### src/rtl/bouncing_sprite_engine.sv
// Bouncing-ball sprite: tick-driven position/direction, key-controlled speed and pause, RGB pixel.
// Optional BOUNCE_FLASH_EN: ball colour inverts for 16 ticks after each bounce.
module bouncing_sprite_engine #(
  parameter int unsigned H_ACTIVE  = 640,
  parameter int unsigned V_ACTIVE  = 480,
  parameter int unsigned COORD_W   = 11,
  parameter int unsigned RADIUS    = 26,
  parameter int unsigned TICK_DIV  = 1258750,
  parameter int unsigned MAX_SPEED = 8,
  parameter logic [23:0] FG_RGB    = 24'h0000FF,
  parameter logic [23:0] BG_RGB    = 24'hC8FFC8
) (
  input  logic               i_clk,
  input  logic               i_rst,
  input  logic [COORD_W-1:0] i_x,
  input  logic [COORD_W-1:0] i_y,
  input  logic               i_key_up_n,
  input  logic               i_key_down_n,
  input  logic               i_key_pause_n,
  output logic [7:0]         o_r,
  output logic [7:0]         o_g,
  output logic [7:0]         o_b,
  output logic [COORD_W-1:0] o_cx,
  output logic [COORD_W-1:0] o_cy,
  output logic [3:0]         o_speed,
  output logic               o_paused,
  output logic               o_hit,
  output logic               o_hit_x,
  output logic               o_hit_y
);
  localparam int unsigned CNT_W = (TICK_DIV > 1) ? $clog2(TICK_DIV) : 1;
  localparam int unsigned S_W   = COORD_W + 1;
  localparam int unsigned P_W   = 2 * S_W;
  localparam logic [CNT_W-1:0] CNT_LAST = CNT_W'(TICK_DIV - 1);
  localparam logic [S_W-1:0]   X_MIN    = S_W'(RADIUS);
  localparam logic [S_W-1:0]   X_MAX    = S_W'(H_ACTIVE - 1 - RADIUS);
  localparam logic [S_W-1:0]   Y_MIN    = S_W'(RADIUS);
  localparam logic [S_W-1:0]   Y_MAX    = S_W'(V_ACTIVE - 1 - RADIUS);
  localparam logic [3:0]       SPD_MAX  = 4'(MAX_SPEED);
  localparam logic [P_W-1:0]   R2       = P_W'(RADIUS * RADIUS);

  // Returns {hit, moving_negative_next, new_position}; clamps to the wall on overshoot.
  function automatic logic [COORD_W+1:0] axis_step(input logic [COORD_W-1:0] pos,
      input logic neg, input logic [3:0] spd, input logic [S_W-1:0] lo,
      input logic [S_W-1:0] hi);
    logic [S_W-1:0] pe;
    logic [S_W-1:0] sp;
    pe = {1'b0, pos};
    sp = S_W'(spd);
    if (!neg) begin
      if (pe + sp >= hi) return {1'b1, 1'b1, COORD_W'(hi)};
      return {1'b0, 1'b0, COORD_W'(pe + sp)};
    end
    if (pe <= lo + sp) return {1'b1, 1'b0, COORD_W'(lo)};
    return {1'b0, 1'b1, COORD_W'(pe - sp)};
  endfunction

  // Key path: 2-flop synchroniser then falling-edge detector, bits {pause, down, up}.
  logic [2:0] sync1_q, sync2_q, prev_q, key_evt;
  always_ff @(posedge i_clk or posedge i_rst) begin
    if (i_rst) begin
      sync1_q <= '1;
      sync2_q <= '1;
      prev_q  <= '1;
    end else begin
      sync1_q <= {i_key_pause_n, i_key_down_n, i_key_up_n};
      sync2_q <= sync1_q;
      prev_q  <= sync2_q;
    end
  end
  assign key_evt = prev_q & ~sync2_q;

  logic [CNT_W-1:0] cnt_q;
  logic             tick;
  assign tick = (cnt_q == CNT_LAST);
  always_ff @(posedge i_clk or posedge i_rst) begin
    if (i_rst) cnt_q <= '0;
    else       cnt_q <= tick ? '0 : cnt_q + CNT_W'(1);
  end

  logic [3:0] speed_q, speed_d;
  always_comb begin
    speed_d = speed_q;
    if (key_evt[0] && !key_evt[1] && speed_q < SPD_MAX)    speed_d = speed_q + 4'd1;
    else if (key_evt[1] && !key_evt[0] && speed_q > 4'd1) speed_d = speed_q - 4'd1;
  end

  logic [COORD_W-1:0] cx_q, cy_q;
  logic               xneg_q, yneg_q, paused_q, hit_q, hit_x_q, hit_y_q;
  logic [COORD_W+1:0] x_nxt, y_nxt;
  logic               move;
  assign x_nxt = axis_step(cx_q, xneg_q, speed_q, X_MIN, X_MAX);
  assign y_nxt = axis_step(cy_q, yneg_q, speed_q, Y_MIN, Y_MAX);
  assign move  = tick & ~paused_q;

  always_ff @(posedge i_clk or posedge i_rst) begin
    if (i_rst) begin
      cx_q     <= COORD_W'(H_ACTIVE / 2);
      cy_q     <= COORD_W'(V_ACTIVE / 2);
      xneg_q   <= 1'b0;
      yneg_q   <= 1'b0;
      speed_q  <= 4'd1;
      paused_q <= 1'b0;
      hit_q    <= 1'b0;
      hit_x_q  <= 1'b0;
      hit_y_q  <= 1'b0;
    end else begin
      speed_q <= speed_d;
      if (key_evt[2]) paused_q <= ~paused_q;
      hit_x_q <= move & x_nxt[COORD_W+1];
      hit_y_q <= move & y_nxt[COORD_W+1];
      hit_q   <= move & (x_nxt[COORD_W+1] | y_nxt[COORD_W+1]);
      if (move) begin
        cx_q   <= x_nxt[COORD_W-1:0];
        xneg_q <= x_nxt[COORD_W];
        cy_q   <= y_nxt[COORD_W-1:0];
        yneg_q <= y_nxt[COORD_W];
      end
    end
  end

  logic [23:0] ball_rgb;
`ifdef BOUNCE_FLASH_EN
  logic [4:0] flash_q;
  always_ff @(posedge i_clk or posedge i_rst) begin
    if (i_rst) flash_q <= '0;
    else if (move && (x_nxt[COORD_W+1] || y_nxt[COORD_W+1])) flash_q <= 5'd16;
    else if (tick && flash_q != '0) flash_q <= flash_q - 5'd1;
  end
  assign ball_rgb = (flash_q != '0) ? ~FG_RGB : FG_RGB;
`else
  assign ball_rgb = FG_RGB;
`endif

  // Sign-extended squares: the low P_W bits of the unsigned product equal the true square.
  logic [S_W-1:0] dx, dy;
  logic [P_W-1:0] dxe, dye, dist2;
  always_comb begin
    dx    = {1'b0, i_x} - {1'b0, cx_q};
    dy    = {1'b0, i_y} - {1'b0, cy_q};
    dxe   = {{S_W{dx[S_W-1]}}, dx};
    dye   = {{S_W{dy[S_W-1]}}, dy};
    dist2 = dxe * dxe + dye * dye;
  end

  logic [23:0] rgb_q;
  always_ff @(posedge i_clk or posedge i_rst) begin
    if (i_rst) rgb_q <= '0;
    else       rgb_q <= (dist2 < R2) ? ball_rgb : BG_RGB;
  end

  assign {o_r, o_g, o_b} = rgb_q;
  assign o_cx     = cx_q;
  assign o_cy     = cy_q;
  assign o_speed  = speed_q;
  assign o_paused = paused_q;
  assign o_hit    = hit_q;
  assign o_hit_x  = hit_x_q;
  assign o_hit_y  = hit_y_q;
endmodule

### config.mk
export PLATFORM = sky130hd
export DESIGN_NAME = bouncing_sprite_engine
export DESIGN_NICKNAME = d
export VERILOG_FILES = /design/src/rtl/bouncing_sprite_engine.sv
export SDC_FILE = /design/constraint.sdc
export NUM_CORES = 1
export LEC_CHECK = 0
export BUFFER_PORTS_ARGS = -buffer_cell sky130_fd_sc_hd__buf_2
export CAP_MARGIN = 20
export CORE_ASPECT_RATIO = 1.75
export CORE_UTILIZATION = 25
export DETAILED_ROUTE_END_ITERATION = 6
export GPL_TIMING_DRIVEN = 1
export PLACE_DENSITY = 0.39
export SETUP_SLACK_MARGIN = 0.3
export SLEW_MARGIN = 20
export SYNTH_ARGS = -nofsm -noshare
export SYNTH_HDL_FRONTEND = slang
export SYNTH_SLANG_ARGS = --single-unit
### constraint.sdc
create_clock -name i_clk -period 8.1 [get_ports i_clk]
set_input_delay 0.405 -clock i_clk [delete_from_list [all_inputs] [get_ports i_clk]]
set_output_delay 0.405 -clock i_clk [all_outputs]
set_load 0.02 [all_outputs]
== Yosys cells after proc, flatten, opt, wreduce, memory -nomap -nowiden ==
Index checks and enable logic that the tools add are counted.

* Word-level logic and storage cells: 74
* Register bits: 86

* Bitwise gates (word level): 8
* Equal/unequal tests: 1
* Order comparisons: 7
* $mul: 2
* Mux-type cells: 24
* Add/subtract/negate cells: 11
* Reduce and logical (&&, ||, !) cells: 7

{| class="wikitable"
|+ Operators by type and width
! operator !! count
|-
| 13-bit 2-to-1 mux || 12
|-
| 12-bit by 12-bit multiplier with 24-bit output || 2
|-
| 11-bit by 4-bit adder with 12-bit output || 2
|-
| 24-bit adder || 1
|-
| 24-bit by 10-bit less-than comparator with 1-bit output, second input constant || 1
|-
| 24-bit 2-to-1 mux || 1
|-
| 11-bit by 11-bit subtractor with 12-bit output || 2
|-
| 11-bit by 4-bit subtractor with 11-bit output || 2
|-
| 21-bit by 1-bit adder with 21-bit output, second input constant || 1
|-
| 21-bit equality test, second input constant || 1
|-
| 21-bit 2-to-1 mux || 1
|-
| 12-bit by 10-bit >= comparator with 1-bit output, second input constant || 1
|-
| 12-bit by 9-bit >= comparator with 1-bit output, second input constant || 1
|-
| 11-bit by 12-bit less-or-equal comparator with 1-bit output || 1
|-
| 11-bit by 6-bit less-or-equal comparator with 1-bit output || 1
|-
| 1-bit 2-to-1 mux || 8
|-
| 4-bit 2-to-1 mux || 2
|-
| 5-bit by 4-bit adder with 6-bit output, first input constant || 1
|-
| 4-bit by 1-bit adder with 4-bit output, second input constant || 1
|-
| 1-bit bitwise AND || 4
|-
| 4-bit by 1-bit > comparator with 1-bit output, second input constant || 1
|-
| 1-bit logical AND || 4
|-
| 4-bit less-than comparator, second input constant || 1
|-
| 4-bit by 1-bit subtractor with 4-bit output, second input constant || 1
|-
| other kinds (6) || 7
|}

== Depth between registers and ports, before layout ==
Gate-level depths: netlist (run 1).

* Depth in word-level cells: 11
* Gate-level depth with buffers: 36
* Depth with buffers taken out: 35

== Worst setup path before layout (run 1) ==
Ideal clock, no wire load.

* Kind: reg2reg
* Start: reg cx_q[5] (netlist: o_cx[5])
* End: reg rgb_q[5]
* Stages on the path, launching flop included: 32
* Path buffers: 2
* Arrival time: 8.472 ns
* Clock period less this slack: 8.539 ns
* Data required time: 8.033 ns
* Setup slack: -0.439 ns
* Path through: dfrtp_1 > clkbuf_1 > inv_1 > ha_1 > or3_1 > o21ai_0 > a21oi_1 > a31oi_1 > a21oi_1 > inv_2 > buf_2 > nand2_1 > fa_1 > inv_1 > fa_1 > inv_1 > fa_1 > inv_1 > fa_1 > fa_1 > fa_1 > inv_1 > fa_1 > inv_1 > ha_1 > nor2b_1 > a311o_1 > o21ai_1 > nand2b_1 > a211o_1 > a2111oi_2 > and3b_1

* Cells in the longest elaborated chain, start to end: 5

{| class="wikitable"
|+ RTL lines
! item !! RTL line !! RTL
|-
| start: declaration || 88 || <nowiki>logic [COORD_W-1:0] cx_q, cy_q;</nowiki>
|-
| start signal: assignment || 98 || <nowiki>cx_q <= COORD_W'(H_ACTIVE / 2);</nowiki>
|-
| start signal: assignment || 114 || <nowiki>cx_q <= x_nxt[COORD_W-1:0];</nowiki>
|-
| 11-bit by 11-bit subtractor with 12-bit output || 139 || <nowiki>dx = {1'b0, i_x} - {1'b0, cx_q};</nowiki>
|-
| 12-bit by 12-bit multiplier with 24-bit output || 143 || <nowiki>dist2 = dxe * dxe + dye * dye;</nowiki>
|-
| 24-bit adder || 143 ||
|-
| 24-bit by 10-bit less-than comparator with 1-bit output || 149 || <nowiki>else rgb_q <= (dist2 < R2) ? ball_rgb : BG_RGB;</nowiki>
|-
| 24-bit 2-to-1 mux || 149 ||
|-
| end signal: assignment || 149 ||
|-
| end: declaration || 146 || <nowiki>logic [23:0] rgb_q;</nowiki>
|}

No other way between the ends.
A chain may end at the register's enable or synchronous reset.

== Worst setup path after layout (run 1) ==
* Start: reg cy_q[0] (netlist: o_cy[0])
* End: reg rgb_q[5]

* Cells in the longest elaborated chain, start to end: 5

{| class="wikitable"
|+ RTL lines
! item !! RTL line !! RTL
|-
| start: declaration || 88 ||
|-
| start signal: assignment || 99 || <nowiki>cy_q <= COORD_W'(V_ACTIVE / 2);</nowiki>
|-
| start signal: assignment || 116 || <nowiki>cy_q <= y_nxt[COORD_W-1:0];</nowiki>
|-
| 11-bit by 11-bit subtractor with 12-bit output || 140 || <nowiki>dy = {1'b0, i_y} - {1'b0, cy_q};</nowiki>
|-
| 12-bit by 12-bit multiplier with 24-bit output || 143 ||
|-
| 24-bit adder || 143 ||
|-
| 24-bit by 10-bit less-than comparator with 1-bit output || 149 ||
|-
| 24-bit 2-to-1 mux || 149 ||
|}

No other way between the ends.

==> impl_metrics.tcl, run 1 <==
set metrics [dict create \
    status "complete, no violations" \
    ys_seq_area_share_pct 10.7 \
    path_max_fanout 5 \
    grt_pass1_vias 14200 \
    n_fill_cell 6481 \
    routed_wl_um 47700 \
    place.gp.congestion 0.872 \
    fin_crit_sh_pct 98.4 \
    coreArea_um2 61100 \
    cts-buffers-inserted 9 \
    antenna_found_initial 0 \
    multi_input_area_um2 12500 \
    worst_pin_slew_ps 958 \
    final-hold-violation-count 0 \
    syn_to_final_growth_pct 25.4 \
    drv_slew 0 \
    drive_gt1_share_pct 25.9 \
    ys_types 83 \
    critical_path_class "flip-flop to flip-flop" \
    placedCellCount 2746 \
    ys_async_sr_fraction_pct 100 \
    clk_latency_ps 380 \
    row_count 120 \
    fmax_mhz 126 \
    initial_utilization_pct 25.2 \
    post-route-util_pct 31.6 \
    min_path_cells 1 \
    globalRouteOverflowTotal 0 \
    setup_viol 0 \
    critPathMostFrequentCell "fa_1" \
    drt-pass1-iter-count 5 \
    drv_cap 0 \
    final_common_cell "inv_1" \
    postSynthAreaPerCell_um2 8.97 \
    die_area_um2 62700 \
    hold_class "input pin to flip-flop" \
    drc 0 \
    ant_nets 0 \
    slew_headroom_pct 35.7 \
    diodes 0 \
    die_h_um 330 \
    clk_pin_slew_ps 70 \
    drtIter0Drc 337 \
    synth-seq-cells 65 \
    dp_hpwl_um 41600 \
    cts_tree "yes" \
    portBuffers 75 \
    die_x_um 190 \
    crit_required_ps 8420 \
    clock_path_buffers 2 \
    final.setup_skew_ps 18.8 \
    yosys_most_used_dff "dfrtp_1" \
    r2r.worst_path.cells 29 \
    nets 2459 \
    cts.sinks 65 \
    max_stage_delay_ps 610 \
    io_pins 81 \
    drt-vias-per-instance 4.44 \
    ctsHtreeMaxLevel 3 \
    final_cell_mix "inv_1, fa_1, buf_4, nor2_1, ha_1" \
    syn_area_um2 15400 \
    yosys_warnings 0 \
    endpoint_kind "flip-flop" \
    groute.usage.overall_pct 16.4 \
    syn_inst 1718 \
    seqCellArea_um2 1650 \
    vias 12400 \
    synth_edf_count 0 \
    worstPathArrival_ps 8290 \
    instances_no_fill 2799 \
    post-route-min-period_ps 7970 \
    slowest_stage "fa_1" \
    clockRootBuffer "clkbuf_16" \
    wl_per_cell_um 17.0 \
    rsz0062_at_grt "true" \
    startpoint_type "flip-flop" \
    grt_pass1_wl_um 76700 \
    grt_max_degree 66 \
]
-- Yosys cell counts, drive strengths merged, types with 23 or more instances --
master | number | area [µm²]
a21oi | 46 | 234
buf | 24 | 173
clkbuf | 24 | 90.1
dfrtp | 49 | 1230
fa | 284 | 5690
ha | 147 | 1840
inv | 413 | 1550
nand2 | 120 | 450
nand2b | 23 | 144
nand3 | 35 | 175
nor2 | 147 | 554
nor3 | 28 | 145
o21ai | 52 | 264
xnor2 | 48 | 443
xor2 | 24 | 210
-- final timing paths --
| kind | start | endpoint | slack [ps] |
|---|---|---|---|
| setup / recovery | o_cy[0] | rgb_q[5] | 130 |
| hold / removal | i_key_pause_n | sync1_q[2] | 120 |
| setup reg to reg | o_cy[0] | rgb_q[5] | 130 |
| hold reg to reg | sync1_q[2] | sync2_q[2] | 360 |
| max in group asynchronous | i_rst | o_cy[1] | 7140 |
| min in group asynchronous | i_rst | cnt_q[19] | 300 |
-- registers in the layout (all words and copies together), names as in the netlist --
register  cells
cnt_q        21
o_hit         1
sync2_q       3
o_cx         11
o_hit_x       1
rgb_q         3
sync1_q       3
prev_q        3
o_paused      1
xneg_q        1
yneg_q        1
o_cy         11
o_speed       4
o_hit_y       1
-- kinds of logic (layout without fill, tap and decap cells) --
| logic type | Yosys count | after routing | synth area share, % |
|---|---|---|---|
| other cells | 2 | 6 | 0.0487 |
| flops | 65 | 65 | 10.7 |
| buf+inv | 468 | 752 | 11.9 |
| xor+xnor | 72 | 72 | 4.24 |
| simple gates | 450 | 450 | 13.8 |
| fa+ha+maj | 431 | 431 | 48.8 |
| mux | 6 | 6 | 0.390 |
| compound gates | 224 | 224 | 10.1 |
-- metal layers --
metal	GRT usage, %	up-vias	wire (µm)
li1	-	5923	-
met1	14.7	6254	15500
met2	35.4	172	29300
met3	1.40	69	728
met4	7.31	0	2150
met5	0	-	0
-- cell type report --
type	count	share of cell area, %
Clock buffer	9	1.17
Clock inverter	7	0.395
Inverter	420	8.28
Multi-Input combinational cell	1189	64.7
Sequential cell	65	8.55
Tap cell	793	5.13
Timing Repair Buffer	316	11.7
-- critical path, delay by kind of cell (launching register included) --
kind	cells	cell delay [ps]
AOI/OAI and AO/OA	9	1940
buffers and inverters	6	510
DFF	1	370
and+or+nand+nor	3	440
xor gates and xnor gates	1	170
adders and majority gates	10	4460
-- metrics by stage --
| step | setup TNS [ps] | hold slack [ps] | worst slack [ps] | instance area, µm² |
|---|---|---|---|---|
| floorplan | 0 | 345 | 302 | 15700 |
| detailed placement | -672 | 349 | -355 | 18300 |
| global placement | -650 | 347 | -337 | 18300 |
| global route | -503 | 103 | -259 | 19300 |
| finish | 0 | 124 | 133 | 19300 |
| CTS | 0 | 97.5 | 43.2 | 18900 |
-- timing repair --
item | CTS | global route
buffers inserted | 13 | 24
setup endpoints to repair | 2 | 2
pin swaps | 44 | 90
resized for setup | 50 | 67
hold buffers | 0 | 0
Power of run 1 is left out: the tool's default activity adds up to more than one toggle a clock period on the data nets, which glitch-free logic cannot reach.
==> run 2, diff against run 1 <==
- ABC_AREA: unset -> 0
- MAX_ROUTING_LAYER: unset -> met4
- PLACE_DENSITY: 0.39 -> 0.5
==> run 2 against run 1 <==
  * Worst setup slack got worse by 29 ps
  * Design area fell by 0.13%
  * Fmax fell by 0.36%
  * Core utilization barely moved
  * Critical path type unchanged
  * Clock skew fell by 9.7 ps
==> impl_metrics.tcl, run 2 (same netlist as run 1, synthesis figures left out) <==
set metrics [dict create \
    status "complete, no violations" \
    cts.sinks 65 \
    rsz0062_at_grt "true" \
    portBuffers 75 \
    grt_max_degree 59 \
    post-route-min-period_ps 8000 \
    cts_tree "yes" \
    clock_path_buffers 2 \
    path_max_fanout 4 \
    r2r.worst_path.cells 32 \
    setup_viol 0 \
    nets 2443 \
    instances_no_fill 2783 \
    syn_to_final_growth_pct 25.2 \
    final-hold-violation-count 0 \
    dp_slack_ps -337 \
    postPlaceCellArea_um2 18300 \
    antenna_found_initial 0 \
    largest_register_ffs 21 \
    die_h_um 330 \
    clk_pin_slew_ps 70 \
    io_pins 81 \
    drt-pass1-iter-count 4 \
    drive_gt1_share_pct 24.7 \
    critPathMostFrequentCell "fa_1" \
    row_count 120 \
    die_x_um 190 \
    drtIter0Drc 399 \
    worst_pin_slew_ps 795 \
    worstHoldStart "i_key_up_n" \
    placedCellCount 2738 \
    crit_required_ps 8410 \
    globalRouteOverflowTotal 0 \
    hold_class "input pin to flip-flop" \
    clockRootBuffer "clkbuf_16" \
    endpoint_kind "flip-flop" \
    drv_slew 0 \
    diodes 0 \
    design_area_um2 19300 \
    final.setup_skew_ps 9.16 \
    min_path_cells 1 \
    startpoint_type "flip-flop" \
    ant_nets 0 \
    groute.usage.overall_pct 15.7 \
    worstPathArrival_ps 8300 \
    tns_ps 0 \
    drv_cap 0 \
    grt_pass1_vias 13900 \
    final_cell_mix "inv_1, fa_1, buf_4, ha_1, nor2_1" \
    grt_pass1_wl_um 72700 \
    slowest_stage "fa_2" \
    fin_ws_ps 104 \
    place.gp.congestion 0.883 \
    coreArea_um2 61100 \
    r2r_start "o_cx[1]" \
    cts-buffers-inserted 9 \
    routed_wl_um 45100 \
    drt-vias-per-instance 4.47 \
    die_area_um2 62700 \
    crit_start "o_cx[1]" \
    final_common_cell "inv_1" \
    ctsHtreeMaxLevel 3 \
    clk_latency_ps 370 \
    initial_utilization_pct 25.2 \
    regMostFlops "cnt_q" \
    vias 12400 \
    drc 0 \
    wl_per_cell_um 16.2 \
    dp_hpwl_um 39500 \
    fmax_mhz 125 \
    max_stage_delay_ps 640 \
    slew_headroom_pct 47.0 \
    fin_crit_sh_pct 98.7 \
    critical_path_class "flip-flop to flip-flop" \
]
run 2: path summary, 6_finish.rpt:
kind	slack [ps]	to
min reg2reg	350	sync2_q[1]
max in group asynchronous	6490	o_cy[1]
max reg2reg	100	rgb_q[5]
min	140	sync1_q[0]
max	100	rgb_q[5]
min in group asynchronous	510	rgb_q[5]
run 2: area by class of cell:
class | instances | area (µm²)
well taps | 793 | 992
clock inverters | 7 | 83.8
inverters | 420 | 1610
flip-flops and latches | 65 | 1650
repair buffers | 299 | 2160
multi-input cells | 1190 | 12600
fillers | 6402 | 41800
clock buffers | 9 | 225
run 2: worst max-delay path, delay by kind of cell, from the launching register on:
family,cells,cell delay [ps]
compound gates,9,1360
xor+xnor,1,180
fa+ha+maj,9,4070
buf+inv,9,930
flops,1,420
simple gates,4,970
run 2: per-layer routing:
metal,global-route usage [%],share of wire [%],wire [µm]
met5,-,0,0
met3,1.14,2.0,886
met4,7.52,4.8,2160
met2,32.3,61,27400
met1,14.1,33,14700
run 2: per-stage QoR:
| stage | hold slack [ps] | util [%] |
|---|---|---|
| floorplan | 345 | - |
| global placement | 349 | 30.0 |
| detailed placement | 349 | 30.0 |
| CTS | 120 | 31.3 |
| global route | 126 | 31.6 |
| finish | 139 | 31.6 |
run 2: timing repair:
action / 4_1_cts / 5_1_grt
cloned: 2 / 0
pin swaps: 76 / 51
endpoints found under the setup margin: 2 / 2
resized for setup: 76 / 31
hold buffers: 1 / 0
setup buffers: 19 / 7
endpoints found under the hold margin: 5 / 0
Power of run 2 is left out for the same reason.
==> run 3, diff against run 2 <==
- BUFFER_PORTS_ARGS: -buffer_cell sky130_fd_sc_hd__buf_2 -> unset
- DONT_BUFFER_PORTS: unset -> 1
- PLACE_DENSITY: 0.5 -> 0.49
==> run 3 against run 2 <==
  * Critical path depth shrank 1
  * Final cell count shrank 4.0%
  * Critical endpoint unchanged
  * Via count shrank 1.3%
==> impl_metrics.tcl, run 3 (same netlist as run 1, synthesis figures left out) <==
set metrics [dict create \
    initial_utilization_pct 25.2 \
    cts.sinks 65 \
    drc 0 \
    portBuffers 0 \
    final_common_cell "inv_1" \
    clk_pin_slew_ps 70 \
    critPathMostFrequentCell "fa_1" \
    drt-vias-per-instance 4.60 \
    nets 2332 \
    grt_pass1_wl_um 73000 \
    die_h_um 330 \
    grt_pass1_vias 13700 \
    drive_gt1_share_pct 18.8 \
    hold_slack_ps 40.0 \
    ctsHtreeMaxLevel 3 \
    max_stage_delay_ps 600 \
    tns_ps 0 \
    setup_viol 0 \
    final_cell_mix "inv_1, fa_1, buf_4, nor2_1, ha_1" \
    antenna_found_initial 0 \
    cts-buffers-inserted 9 \
    placedCellCount 2645 \
    slew_headroom_pct 29.7 \
    drtIter0Drc 526 \
    io_pins 81 \
    rsz0062_at_grt "true" \
    seqCellArea_um2 1650 \
    status "complete, no violations" \
    crit_required_ps 8410 \
    drv_cap 0 \
    groute.usage.overall_pct 15.9 \
    hold_class "input pin to flip-flop" \
    wl_per_cell_um 17.2 \
    final.setup_skew_ps 12.3 \
    coreArea_um2 61100 \
    path_buf_inv 9 \
    clockRootBuffer "clkbuf_16" \
    vias 12300 \
    worstPathArrival_ps 8320 \
    fin_crit_sh_pct 98.9 \
    slowest_stage "fa_2" \
    multi_input_area_um2 12400 \
    ant_nets 0 \
    crit_family "adder cells" \
    post-route-min-period_ps 8010 \
    diodes 0 \
    endpoint_kind "flip-flop" \
    fmax_mhz 125 \
    largest_register_ffs 21 \
    cts_tree "yes" \
    clock_path_buffers 2 \
    row_count 120 \
    globalRouteOverflowTotal 0 \
    design_area_um2 18500 \
    drt-pass1-iter-count 5 \
    critical_path_class "flip-flop to flip-flop" \
    worst_pin_slew_ps 1060 \
    clk_latency_ps 370 \
    drv_slew 0 \
    die_x_um 190 \
    dp_hpwl_um 39900 \
    grt_max_degree 66 \
    place.gp.congestion 0.895 \
    startpoint_type "flip-flop" \
    final-hold-violation-count 0 \
    instances_no_fill 2672 \
    regMostFlops "cnt_q" \
    syn_to_final_growth_pct 19.8 \
    routed_wl_um 46100 \
    n_fill_cell 6407 \
    die_area_um2 62700 \
    path_max_fanout 7 \
    postPlaceCellArea_um2 17800 \
]
[run 3: worst reg2reg max path, delay by kind of cell (launching register included)]
family	cells	cell delay [ps]
simple gates	5	1080
xor+xnor	1	170
flops	1	360
fa+ha+maj	9	4210
compound gates	7	1380
buf+inv	9	740
[run 3: path summary, 6_finish.rpt]
check / from / depth (start not counted) / end / slack [ps]
max: o_cy[1] / 31 / rgb_q[5] / 90
min: i_key_pause_n / 0 / sync1_q[2] / 40
max reg2reg: o_cy[1] / 31 / rgb_q[5] / 90
min reg2reg: sync1_q[1] / 0 / sync2_q[1] / 360
max in group asynchronous: i_rst / 2 / o_cx[0] / 7230
min in group asynchronous: i_rst / 2 / cnt_q[14] / 200
[run 3: through the flow]
stage	util (%)	setup WS, ps
after floorplan	-	302
after global placement	29.1	-149
after detailed placement	29.1	-250
after CTS	30.1	79.5
after global routing	30.2	-225
final	30.2	85.2
[run 3: final cells by class]
class	count	area share (%)
multi-input cells	1189	67.0
flip-flops and latches	65	8.96
inverters	420	8.66
repair buffers	189	8.22
well taps	793	5.38
clock buffers	9	1.22
clock inverters	7	0.549
[run 3: routing by layer]
metal / global-route usage, % / part of all wire [%] / wire (µm)
met1: 13.9 / 32 / 14800
met2: 32.8 / 60 / 27800
met3: 1.27 / 2.4 / 1090
met4: 7.85 / 5.1 / 2330
met5: - / 0 / 0
[run 3: timing repair]
item,4_1_cts,5_1_grt
setup endpoints to repair,2,2
hold buffers,0,0
setup buffers,8,3
resized for setup,49,14
pin swaps,39,9
Power of run 3 is left out for the same reason.
